File: src/rtl/input_conditioner.sv
// Multi-channel input conditioner: per-channel synchroniser, counter
// debouncer and registered rise/fall pulses for slow board-level pins.
module input_conditioner #(
    parameter int                  CHANNELS        = 2,
    parameter int                  SYNC_STAGES     = 2,
    parameter int                  DEBOUNCE_CYCLES = 120000,
    parameter logic [CHANNELS-1:0] RESET_VALUE     = '0
) (
    input  logic                clock,
    input  logic                reset,
    input  logic [CHANNELS-1:0] raw_in,
    output logic [CHANNELS-1:0] debounced,
    output logic [CHANNELS-1:0] rise,
    output logic [CHANNELS-1:0] fall,
    output logic                any_change
);

    localparam int              CW   = $clog2(DEBOUNCE_CYCLES + 1);
    localparam logic [CW-1:0]   LAST = CW'(DEBOUNCE_CYCLES - 1);

    logic [SYNC_STAGES-1:0] sync_chain [CHANNELS];
    logic [CW-1:0]          count      [CHANNELS];
    logic [CW-1:0]          count_next [CHANNELS];
    logic [CHANNELS-1:0]    sync;
    logic [CHANNELS-1:0]    debounced_next;
    logic [CHANNELS-1:0]    rise_next;
    logic [CHANNELS-1:0]    fall_next;

    // Bit 0 of each chain is the only flop that may go metastable.
    always_ff @(posedge clock) begin
        for (int c = 0; c < CHANNELS; c++) begin
            if (reset)
                sync_chain[c] <= {SYNC_STAGES{RESET_VALUE[c]}};
            else
                sync_chain[c] <= {sync_chain[c][SYNC_STAGES-2:0], raw_in[c]};
        end
    end

    always_comb begin
        for (int c = 0; c < CHANNELS; c++)
            sync[c] = sync_chain[c][SYNC_STAGES-1];
    end

    always_comb begin
        debounced_next = debounced;
        rise_next      = '0;
        fall_next      = '0;
        for (int c = 0; c < CHANNELS; c++) begin
            count_next[c] = '0;
            if (sync[c] != debounced[c]) begin
                if (count[c] == LAST) begin
                    debounced_next[c] = sync[c];
                    rise_next[c]      = sync[c];
                    fall_next[c]      = ~sync[c];
                end else begin
                    count_next[c] = count[c] + CW'(1);
                end
            end
        end
    end

    always_ff @(posedge clock) begin
        if (reset) begin
            debounced  <= RESET_VALUE;
            rise       <= '0;
            fall       <= '0;
            any_change <= 1'b0;
            for (int c = 0; c < CHANNELS; c++)
                count[c] <= '0;
        end else begin
            debounced  <= debounced_next;
            rise       <= rise_next;
            fall       <= fall_next;
            any_change <= |(rise_next | fall_next);
            for (int c = 0; c < CHANNELS; c++)
                count[c] <= count_next[c];
        end
    end

endmodule

File: config.mk
export PLATFORM = sky130hd
export DESIGN_NAME = input_conditioner
export DESIGN_NICKNAME = d
export VERILOG_FILES = /design/src/rtl/input_conditioner.sv
export SDC_FILE = /design/constraint.sdc
export NUM_CORES = 1
export LEC_CHECK = 0
export BUFFER_PORTS_ARGS = -buffer_cell sky130_fd_sc_hd__clkbuf_2
export CAP_MARGIN = 20
export CORE_MARGIN = 4
export CORE_UTILIZATION = 40
export CTS_BUF_LIST = sky130_fd_sc_hd__clkbuf_16
export DETAILED_ROUTE_END_ITERATION = 8
export RECOVER_POWER = 25
export SLEW_MARGIN = 20
export SYNTH_ARGS = -nofsm -noshare
export SYNTH_HDL_FRONTEND = slang
export SYNTH_SLANG_ARGS = --single-unit
File: constraint.sdc
create_clock -name clock -period 2.3 [get_ports clock]
set_input_delay 0.23 -clock clock [delete_from_list [all_inputs] [get_ports clock]]
set_output_delay 0.23 -clock clock [all_outputs]
set_load 0.01 [all_outputs]
---- After elaboration in Yosys (flattened, before gate mapping) ----
Memories as Yosys holds them, arrays and structs flattened.
Index checks and enable logic that the tools add are counted.
storage, ports and cells
  bits in registers ....................... 7
  bits in latches ......................... 0
  memory bits (writable) .................. 38
  ROM bits ................................ 0
  input port bits ......................... 4
  output and inout port bits .............. 7
  logic and storage cells ................. 42
  memories kept ........................... 2
cells by class
  $add $sub $neg .......................... 2
  $mul .................................... 0
  divide/modulo/power cells ............... 0
  order comparisons ....................... 0
  eq/ne operators ......................... 4
  shifts and indexed selects .............. 0
  muxes and demuxes ....................... 19
  bitwise operators ....................... 7
  reductions and logical operators ........ 3
memory list
  name        depth  width  read ports  clocked after memory_dff  wr ports  RTL line  RTL
  count       2      17     2           0                         2         22        logic [CW-1:0] count [CHANNELS];
  sync_chain  2      2      2           0                         2         21        logic [SYNC_STAGES-1:0] sync_chain [CHANNELS];
operator list
  cell                                                              number
  17-bit 2-to-1 mux                                                 6
  17-bit by 1-bit adder with 17-bit output (second input constant)  2
  17-bit equality test (second input constant)                      2
  1-bit 2-to-1 mux                                                  11
  2-bit 2-to-1 mux                                                  2
  1-bit OR                                                          4
  2-bit AND reduction                                               2
  1-bit != test                                                     2
  1-bit NOT                                                         2
  2-bit OR                                                          1
  2-bit OR reduction                                                1

---- Logic depth before layout (Yosys ltp) ----
Gate-level depths: netlist of run 1.
  depth after elaboration ................. 5
  mapped depth ............................ 6
  depth with buffers taken out ............ 5

---- Least setup slack after synthesis of run 1 ----
Ideal clock, no wire load.
  kind .................................... reg-to-reg
  start ................................... memory count[0][0] (netlist name)
  end ..................................... memory count[0][1] (netlist name)
  library setup time ...................... 116 ps
  arrival ................................. 1604 ps
  path slack .............................. 581 ps
  stages on the path, launching flop included .. 6
  buffers on the path ..................... 0
  cell sequence ........................... dfxtp_1 ha_1 nand2_1 or3_4 or3_4 and3_1
RTL lines
  element             RTL line
  start: declaration  22

==> impl_metrics.ini, run 1 <==
[setup_path]
endpoint_kind = flop
r2r_cells = 5
cp.required_ns = 2.45
reg2reg_slack_ns = 0.43
worst-setup-path-type = reg2reg
r2r_end = count[0][25]
reg2reg_from = count[0][28]
cp-start-kind = flop
path_max_fanout = 16
worstPathArrival_ns = 2.02

[grt]
antenna_found_initial = 0
grt_first_pass_wirelength_um = 6320
grt_max_degree = 17
grt_pass1_vias = 1385
overflow = 0
grt_usage_pct = 13.2

[floorplanning]
core-area_um2 = 4720
num_rows = 25
ios = 11
design.die.area_um2 = 6060
start_util_pct = 41.3
die_y_um = 77.9
die_w_um = 77.9

[timing]
hold_viol_final = 0
holdWs_ns = 0.149
clock_skew_ns = 0.00478
tns_ns = 0
worst_pin_slew_ns = 0.677
fin_crit_ns = 1.87
max_slew_margin_pct = 54.9
final-setup-viol-count = 0
fin_crit_sh_pct = 81.5
max_freq_ghz = 0.534
rsz0062_at_grt = no
drv_slew = 0
setup_ws_ns = 0.426

[worst_hold_path]
hold_path_end = sync_chain[0][0]
hold_path_depth = 2
hp-start = raw_in[0]
worstHoldPathType = in2reg

[pwr]
power.leakage_nw = 0.630
peakVddDrop_v = 0.000383
power.density_nw_per_um2 = 687

[clocking]
cts_setup_buffers = 0
path_clk_slew_ns = 0.06
cts_buffer_depth = 2
numClockSinks = 45
cts_max_level = 2
ctsRootBufferMaster = clkbuf_16
cts_buffers = 5
cts_tree = yes
post_cts_resized = 0
clock_latency_ns = 0.29
hold_buffers = 0

[yosys]
synthesis.nets = 221
ys_seq_area_share_pct = 46.2
synth_seq_cells = 45
yosysTopAreaCellShare_pct = 46.2
synth.area.top_cells = dfxtp_1 (46%), xnor2_1 (9.4%), nor2_1 (6.3%)
post_synth_inst_count = 215
syn_area_um2 = 1950
avgSynthCellArea_um2 = 9.08
synth_top_area_cell = dfxtp_1
yosysWarningCount = 0
synth_cell_types = 35

[run_status]
run_status = complete, no violations

[drt]
drt-initial-drc-count = 57
routed_wl_um = 3550
num_vias = 1475
ant_nets = 0
dr.pass1.iters = 4
via_per_inst = 4.95
routedWlPerCell_um = 11.9
route.detailed.drc = 0

[cells_and_area]
final_nets = 236
final_cells = 298
area_growth_pct = 13.9
final_cell_mix = dfxtp_1 (45), nor2_1 (33), xnor2_1 (21), nand3_1 (14), nor3_1 (11)
drive_gt1_share_pct = 7.36
antennaDiodeCount = 0
final_common_cell = dfxtp_1
fin_util_pct = 47.1

[job]
cap_violations = 0

[place]
dp_cells = 290
pre_cts_ws_ns = 0.472
gp_congestion = 0.742
dp_hpwl_um = 2490
io_buffers = 10
-- logic make-up after synthesis --
group	count (synthesis)	share of synthesized area (%)
AND/OR/NAND/NOR	116	33.5
flip-flops	45	46.2
XOR/XNOR	29	13.0
AO/OA/AOI/OAI	12	3.78
buffers and inverters	11	2.24
adder cells (fa/ha/maj)	2	1.28
-- report_power, final --
part	leakage (nW)	switching [mW]	internal (mW)
registers	0.363	0.00274	0.783
logic	0.196	0.0114	0.00706
clock network	0.0708	0.312	0.410
total	0.630	0.327	1.20
-- cell usage after synthesis --
master / count
nor4bb_1: 2
nor4_1: 8
o31ai_1: 1
buf_1: 1
and4_1: 2
ha_1: 2
o21ai_1: 1
or3_4: 2
nand3b_1: 1
o21ai_2: 1
nand3_4: 1
and3_1: 4
xor2_1: 8
xnor2_1: 21
nor4b_1: 2
nand3_1: 14
o2bb2ai_1: 1
nand2b_1: 4
nor2b_1: 6
a21oi_1: 4
nand2_1: 9
or4_1: 2
dfxtp_1: 45
nor4b_4: 1
clkbuf_1: 2
nand4_1: 8
or3_1: 4
nand4bb_1: 1
buf_2: 2
o41ai_1: 1
o21ai_0: 3
nor3_1: 11
inv_1: 6
and2_1: 1
nor2_1: 33
-- area by class of cell --
| class | count | area [um^2] |
|---|---|---|
| clock inverter | 3 | 25.0 |
| fill | 474 | 2500 |
| timing repair buffer | 13 | 58.8 |
| sequential | 45 | 901 |
| inverter | 6 | 22.5 |
| clock buffer | 5 | 125 |
| multi-input combinational | 159 | 1010 |
| tap | 67 | 83.8 |
-- sequential cells by signal (all words and copies together) (netlist names) --
signal and flops:
count 34, sync_chain 4, debounced 2, fall 2
rise 2, any_change 1
-- through the flow --
stage	cell area, um^2	total power [mW]
global route	2220	1.59
detailed placement	2090	0.823
floorplan	1950	0.816
global placement	2090	0.823
CTS	2240	1.55
finish	2220	1.53
-- how the worst max path moves through the flow --
stage | start | to | slack [ns] | depth (start not counted)
after floorplan | count[0][0] | count[0][1] | 0.58 | 5
after CTS | count[0][0] | fall[0] | 0.45 | 5
after detailed placement | count[0][0] | fall[0] | 0.47 | 5
final | count[0][28] | count[0][25] | 0.43 | 5
after global routing | count[0][28] | count[0][19] | 0.19 | 5
after global placement | count[0][0] | count[0][1] | 0.51 | 5
-- worst max-delay path, cell delays in order (launching register included) --
cell and delay (ns):
dfxtp_1 0.36, nor4b_1 0.35, nand4_1 0.21, o21ai_1 0.16, clkbuf_1 0.53, nor2_1 0.12
-- per-layer routing --
metal	GRT usage (%)	vias up	wire (um)
li1	-	782	-
met1	17.2	666	1840
met2	19.7	20	1520
met3	4.29	7	125
met4	5.87	0	65
met5	0	-	0
Power figures use the tool's default switching activity.
==> inputs of run 2 (changes only) <==
--- a/config.mk
+++ b/config.mk
@@ -5,6 +5,7 @@
 export SDC_FILE = /design/constraint.sdc
 export NUM_CORES = 1
 export LEC_CHECK = 0
+export ABC_AREA = 1
 export BUFFER_PORTS_ARGS = -buffer_cell sky130_fd_sc_hd__clkbuf_2
 export CAP_MARGIN = 20
 export CORE_MARGIN = 4
==> constraint.sdc (replaced) <==
create_clock -name clock -period 1.9 [get_ports clock]
set_input_delay 0.19 -clock clock [delete_from_list [all_inputs] [get_ports clock]]
set_output_delay 0.19 -clock clock [all_outputs]
set_load 0.01 [all_outputs]
==> run 2 against run 1 <==
  * Utilization decreased by 0.33 points
  * Clock skew increased by 0.0022 ns
  * Cell count increased by 34%
  * Routed wire length increased by 17%
  * Hold slack got worse by 0.058 ns
  * Via count increased by 25%
  * Sequential power increased by 21%
  * First-iteration DRC count increased by 68%
  * Sequential share of layout area decreased by 4.0 points
  * Critical path type unchanged
  * Critical endpoint is now count[0][27]
  * Highest routed layer unchanged
==> impl_metrics.ini, run 2 <==
[grt]
antenna_found_initial = 0
grt_first_pass_wirelength_um = 7160
grt_usage_pct = 13.6
grt_pass1_vias = 1620
grt_max_degree = 18
overflow = 0

[cells_and_area]
fillers = 567
drive_gt1_share_pct = 12.5
reg_top3 = count (34), sync_chain (4)
design_area_um2 = 2460
final_cell_mix = nor2_1 (66), nand2_1 (57), dfxtp_1 (45), inv_1 (42), nand3_1 (28)
final_nets = 334
largest_reg_flops = 34
final_common_cell = nor2_1
area_growth_pct = 10.4
multiInputGateArea_um2 = 1120
seq_area_um2 = 901
regMostFlops = count
antennaDiodeCount = 0

[worst_hold_path]
hold_path_depth = 3
hp-start = raw_in[1]
hold_path_end = sync_chain[1][0]
worstHoldPathType = in2reg

[setup_path]
r2r_cells = 6
cp-start-kind = flop
critPathBufInv = 0
endpoint_kind = flop
path_cells = ha_1 -> nand3_4 -> nor3_2 -> nand3_2 -> nand2_4 -> nor2_1
max_stage_delay_ns = 0.41
reg2reg_slack_ns = 0.41
crit_path_top_delay_cell = dfxtp_1
worstPathArrival_ns = 1.66
worst-setup-path-type = reg2reg
crit_family = simple AND/OR/NAND/NOR gates
reg2reg_from = count[0][17]
r2r_end = count[0][27]
cp.required_ns = 2.07
path_max_fanout = 17

[clocking]
cts_tree = yes
numClockSinks = 45
path_clk_slew_ns = 0.07
cts_max_level = 2
hold_buffers = 0
cts_buffer_depth = 2
cts_setup_buffers = 0
cts_buffers = 5
ctsRootBufferMaster = clkbuf_16
clock_latency_ns = 0.29
post_cts_resized = 0

[timing]
holdWs_ns = 0.0913
hold_viol_final = 0
worst_pin_slew_ns = 0.412
final-setup-viol-count = 0
fin_crit_sh_pct = 78.5
max_freq_ghz = 0.671
max_slew_margin_pct = 72.3
tns_ns = 0
fin_crit_ns = 1.49
drv_slew = 0
clock_skew_ns = 0.00701
rsz0062_at_grt = no

[yosys]
syn_area_um2 = 2230
synth.area.top_cells = dfxtp_1 (40%), nor2_1 (11%), nand2_1 (9.6%)
yosysMostFrequentCell = nor2_1
synth_cell_types = 25
synthesis.nets = 320
post_synth_inst_count = 314
synthArstFlopShare_pct = 0
avgSynthCellArea_um2 = 7.10
yosysWarningCount = 0
synth_common_cells = nor2_1 (66), nand2_1 (57), dfxtp_1 (45)
yosysTopAreaCellShare_pct = 40.4
synth_edf_count = 0
ys_seq_area_share_pct = 40.4
synth_ff_type = dfxtp_1
synth_seq_cells = 45
synth_top_area_cell = dfxtp_1

[drt]
routed_wl_um = 4160
drt-initial-drc-count = 96
ant_nets = 0
route.detailed.drc = 0
num_vias = 1850
via_per_inst = 4.64
dr.pass1.iters = 5
routedWlPerCell_um = 10.4

[floorplanning]
die_w_um = 82.7
design.die.area_um2 = 6840
start_util_pct = 42.3
core-area_um2 = 5270
ios = 11
num_rows = 26
die_y_um = 82.7

[place]
io_buffers = 10
dpl-instance-area_um2 = 2330
gp_congestion = 0.842
dp_hpwl_um = 3130

[pwr]
power.leakage_nw = 0.796
power.density_nw_per_um2 = 750
finalPower_mw = 1.85
peakVddDrop_v = 0.000369

[job]
cap_violations = 0

[run_status]
run_status = complete, no violations
[run 2: stage by stage]
stage | setup slack (ns) | instances | utilization, %
4_1_cts | 0.407 | 399 | 47.1
6_report | 0.409 | 399 | 46.7
3_3_place_gp | 0.477 | 391 | 44.3
3_5_place_dp | 0.417 | 391 | 44.3
5_1_grt | 0.188 | 399 | 46.7
2_1_floorplan | 0.546 | 314 | -
[run 2: power breakdown]
group	internal (mW)	switching, mW
Combinational	0.00693	0.0160
Sequential	0.948	0.00324
Clock	0.494	0.380
[run 2: cells by family (layout without fill, tap and decap cells)]
| kind of cell | count (synthesis) | in the layout | share of synthesized area [%] |
|---|---|---|---|
| and+or+nand+nor | 193 | 193 | 40.6 |
| buffers and inverters | 46 | 61 | 8.81 |
| DFF | 45 | 45 | 40.4 |
| xor gates and xnor gates | 16 | 16 | 6.28 |
| AOI/OAI and AO/OA | 12 | 12 | 2.86 |
| adders and majority gates | 2 | 2 | 1.12 |
[run 2: worst max-delay path by stage]
stage | from | endpoint | slack [ns] | depth (start not counted)
final | count[0][17] | count[0][27] | 0.41 | 6
after global routing | count[0][0] | debounced[0] | 0.19 | 6
after CTS | count[0][17] | count[0][27] | 0.41 | 6
after detailed placement | count[0][17] | count[0][33] | 0.42 | 6
after global placement | count[0][17] | count[0][33] | 0.48 | 6
after floorplan | count[0][17] | count[0][22] | 0.55 | 7
[run 2: worst min-delay path, cell delays in order]
cell and delay [ns]:
clkbuf_2 0.08, inv_1 0.04, nor2_1 0.03
[run 2: cell type report]
cell class / instances / share of cell area, %
Sequential cell: 45 / 36.6
Multi-Input combinational cell: 223 / 45.6
Clock inverter: 3 / 1.02
Inverter: 43 / 6.55
Timing Repair Buffer: 10 / 1.63
Clock buffer: 5 / 5.08
Tap cell: 70 / 3.56
[run 2: metal layers]
metal / GRT usage (%) / vias up / part of all wire (%)
met1: 18.6 / 813 / 53
met5: 0 / - / 0
met4: 4.90 / 0 / 1.5
met3: 3.90 / 6 / 4.7
li1: - / 1003 / -
met2: 20.4 / 28 / 41
==> inputs of run 3 (changes only) <==
==> constraint.sdc (replaced) <==
create_clock -name clock -period 1.2 [get_ports clock]
set_input_delay 0.12 -clock clock [delete_from_list [all_inputs] [get_ports clock]]
set_output_delay 0.12 -clock clock [all_outputs]
set_load 0.01 [all_outputs]
==> run 3 against run 2 <==
  * The run now ends with negative setup slack left
  * Critical path depth stayed put
  * Sequential power up 58%
  * Routed wire length up 23%
  * Hold slack worse by 0.075 ns
==> impl_metrics.ini, run 3 (same netlist as run 2, synthesis figures left out) <==
[run_status]
run_status = finished, violations left
violations = negative setup slack

[drt]
routed_wl_um = 5130
route.detailed.drc = 0
drt-initial-drc-count = 90
ant_nets = 0
dr.pass1.iters = 4
via_per_inst = 4.67
num_vias = 2046
routedWlPerCell_um = 11.7

[clocking]
cts_buffer_depth = 2
path_clk_slew_ns = 0.07
numClockSinks = 45
hold_buffers = 0
cts_tree = yes
ctsRootBufferMaster = clkbuf_16
cts_buffers = 5
cts_max_level = 2
clock_latency_ns = 0.29

[timing]
final-setup-viol-count = 31
drv_slew = 0
fin_crit_ns = 1.29
tns_ns = -1.33
max_freq_ghz = 0.773
clock_skew_ns = 0.00622
fin_crit_sh_pct = 108
max_slew_margin_pct = 72.5
worst_pin_slew_ns = 0.413
setup_ws_ns = -0.0943
hold_viol_final = 0
rsz0062_at_grt = yes

[setup_path]
reg2reg_slack_ns = -0.09
worst-setup-path-type = reg2reg
cp-start-kind = flop
endpoint_kind = flop
max_stage_delay_ns = 0.36
cp.required_ns = 1.38
critPathMostFrequentCell = nand3_4
path_cells = ha_4 -> nand3_4 -> nor3_4 -> nand3_4 -> nand2_8 -> nor2_2
crit_path_top_delay_cell = dfxtp_2
worstPathArrival_ns = 1.47
path_max_fanout = 8

[cells_and_area]
final_common_cell = nand2_1
fin_util_pct = 59.2
drive_gt1_share_pct = 39.4
regMostFlops = count
fillers = 486
final_nets = 373
area_growth_pct = 39.8
final_cell_mix = nand2_1 (54), nor2_1 (48), inv_1 (39), buf_4 (34), nor2_2 (28)
largest_reg_flops = 34
design_area_um2 = 3120
reg_top3 = count (34), sync_chain (4)
antennaDiodeCount = 0

[pwr]
power.density_nw_per_um2 = 1010
p_sw_share_pct = 20.7
power.switching_mw = 0.654
p_comb_share_pct = 2.2
power.leakage_nw = 1.07
pwr-share-clk_pct = 50.2
intPower_mw = 2.50
peakVddDrop_v = 0.000628
seqPwrFrac_pct = 47.6

[place]
pre_cts_ws_ns = -0.121
dp_hpwl_um = 3400
dpl-instance-area_um2 = 2620
gp_congestion = 0.796
io_buffers = 10

[grt]
grt_max_degree = 15
overflow = 0
grt_usage_pct = 15.7
grt_pass1_vias = 1863
antenna_found_initial = 0
grt_first_pass_wirelength_um = 8140

[floorplanning]
num_rows = 26
core-area_um2 = 5270
start_util_pct = 42.3
die_w_um = 82.7
ios = 11
design.die.area_um2 = 6840
die_y_um = 82.7

[job]
cap_violations = 0

[worst_hold_path]
worstHoldPathType = in2reg
[run 3: metal layers]
metal  routed length (um)  vias to the layer above  global-route usage (%)
li1                     -                     1082                       -
met1                 2450                      928                    20.2
met2                 2420                       27                    25.2
met3                  169                        9                    3.90
met4                   81                        0                    5.88
met5                    0                        -                       0
[run 3: path summary, 6_finish.rpt]
kind / startpoint / endpoint / cells past startpoint
worst max-delay path: count[0][18] / count[0][20] / 6
worst min-delay path: raw_in[0] / sync_chain[0][0] / 3
worst max register to register: count[0][18] / count[0][20] / 6
worst min register to register: sync_chain[0][0] / sync_chain[0][1] / 2
[run 3: worst max-delay path, delay by kind of cell (launching register included)]
kind          cells  cell delay, ns
flops             1            0.36
simple gates      5            0.67
fa+ha+maj         1            0.15
[run 3: final cells by class]
| type | instances | area (um^2) | share of cell area (%) |
|---|---|---|---|
| Multi-Input combinational cell | 224 | 1380 | 44.3 |
| Sequential cell | 45 | 931 | 29.8 |
| Timing Repair Buffer | 48 | 389 | 12.5 |
| Inverter | 43 | 164 | 5.25 |
| Clock buffer | 5 | 125 | 4.01 |
| Tap cell | 70 | 87.6 | 2.81 |
| Clock inverter | 3 | 41.3 | 1.32 |
[run 3: per-stage QoR]
step,hold WS [ns],power [mW],cells
6_report,0.0163,3.16,438
3_5_place_dp,0.322,1.59,421
2_1_floorplan,0.227,1.57,314
4_1_cts,0.0143,3.16,433
5_1_grt,0.0362,3.25,438
3_3_place_gp,0.317,1.59,421
[run 3: timing repair]
| action | CTS | global route |
|---|---|---|
| pin swaps | 2 | 8 |
| setup buffers | 3 | 4 |
| gates cloned | 1 | 1 |
| resized for setup | 13 | 58 |
| setup endpoints to repair | 37 | 41 |
[run 3: power by group through the flow]
stage	logic, mW	clock network (mW)	registers [mW]
floorplan	0.0328	0	1.54
global placement	0.0478	0	1.54
detailed placement	0.0487	0	1.54
CTS	0.0565	1.60	1.50
global route	0.0769	1.67	1.50
finish	0.0709	1.58	1.50
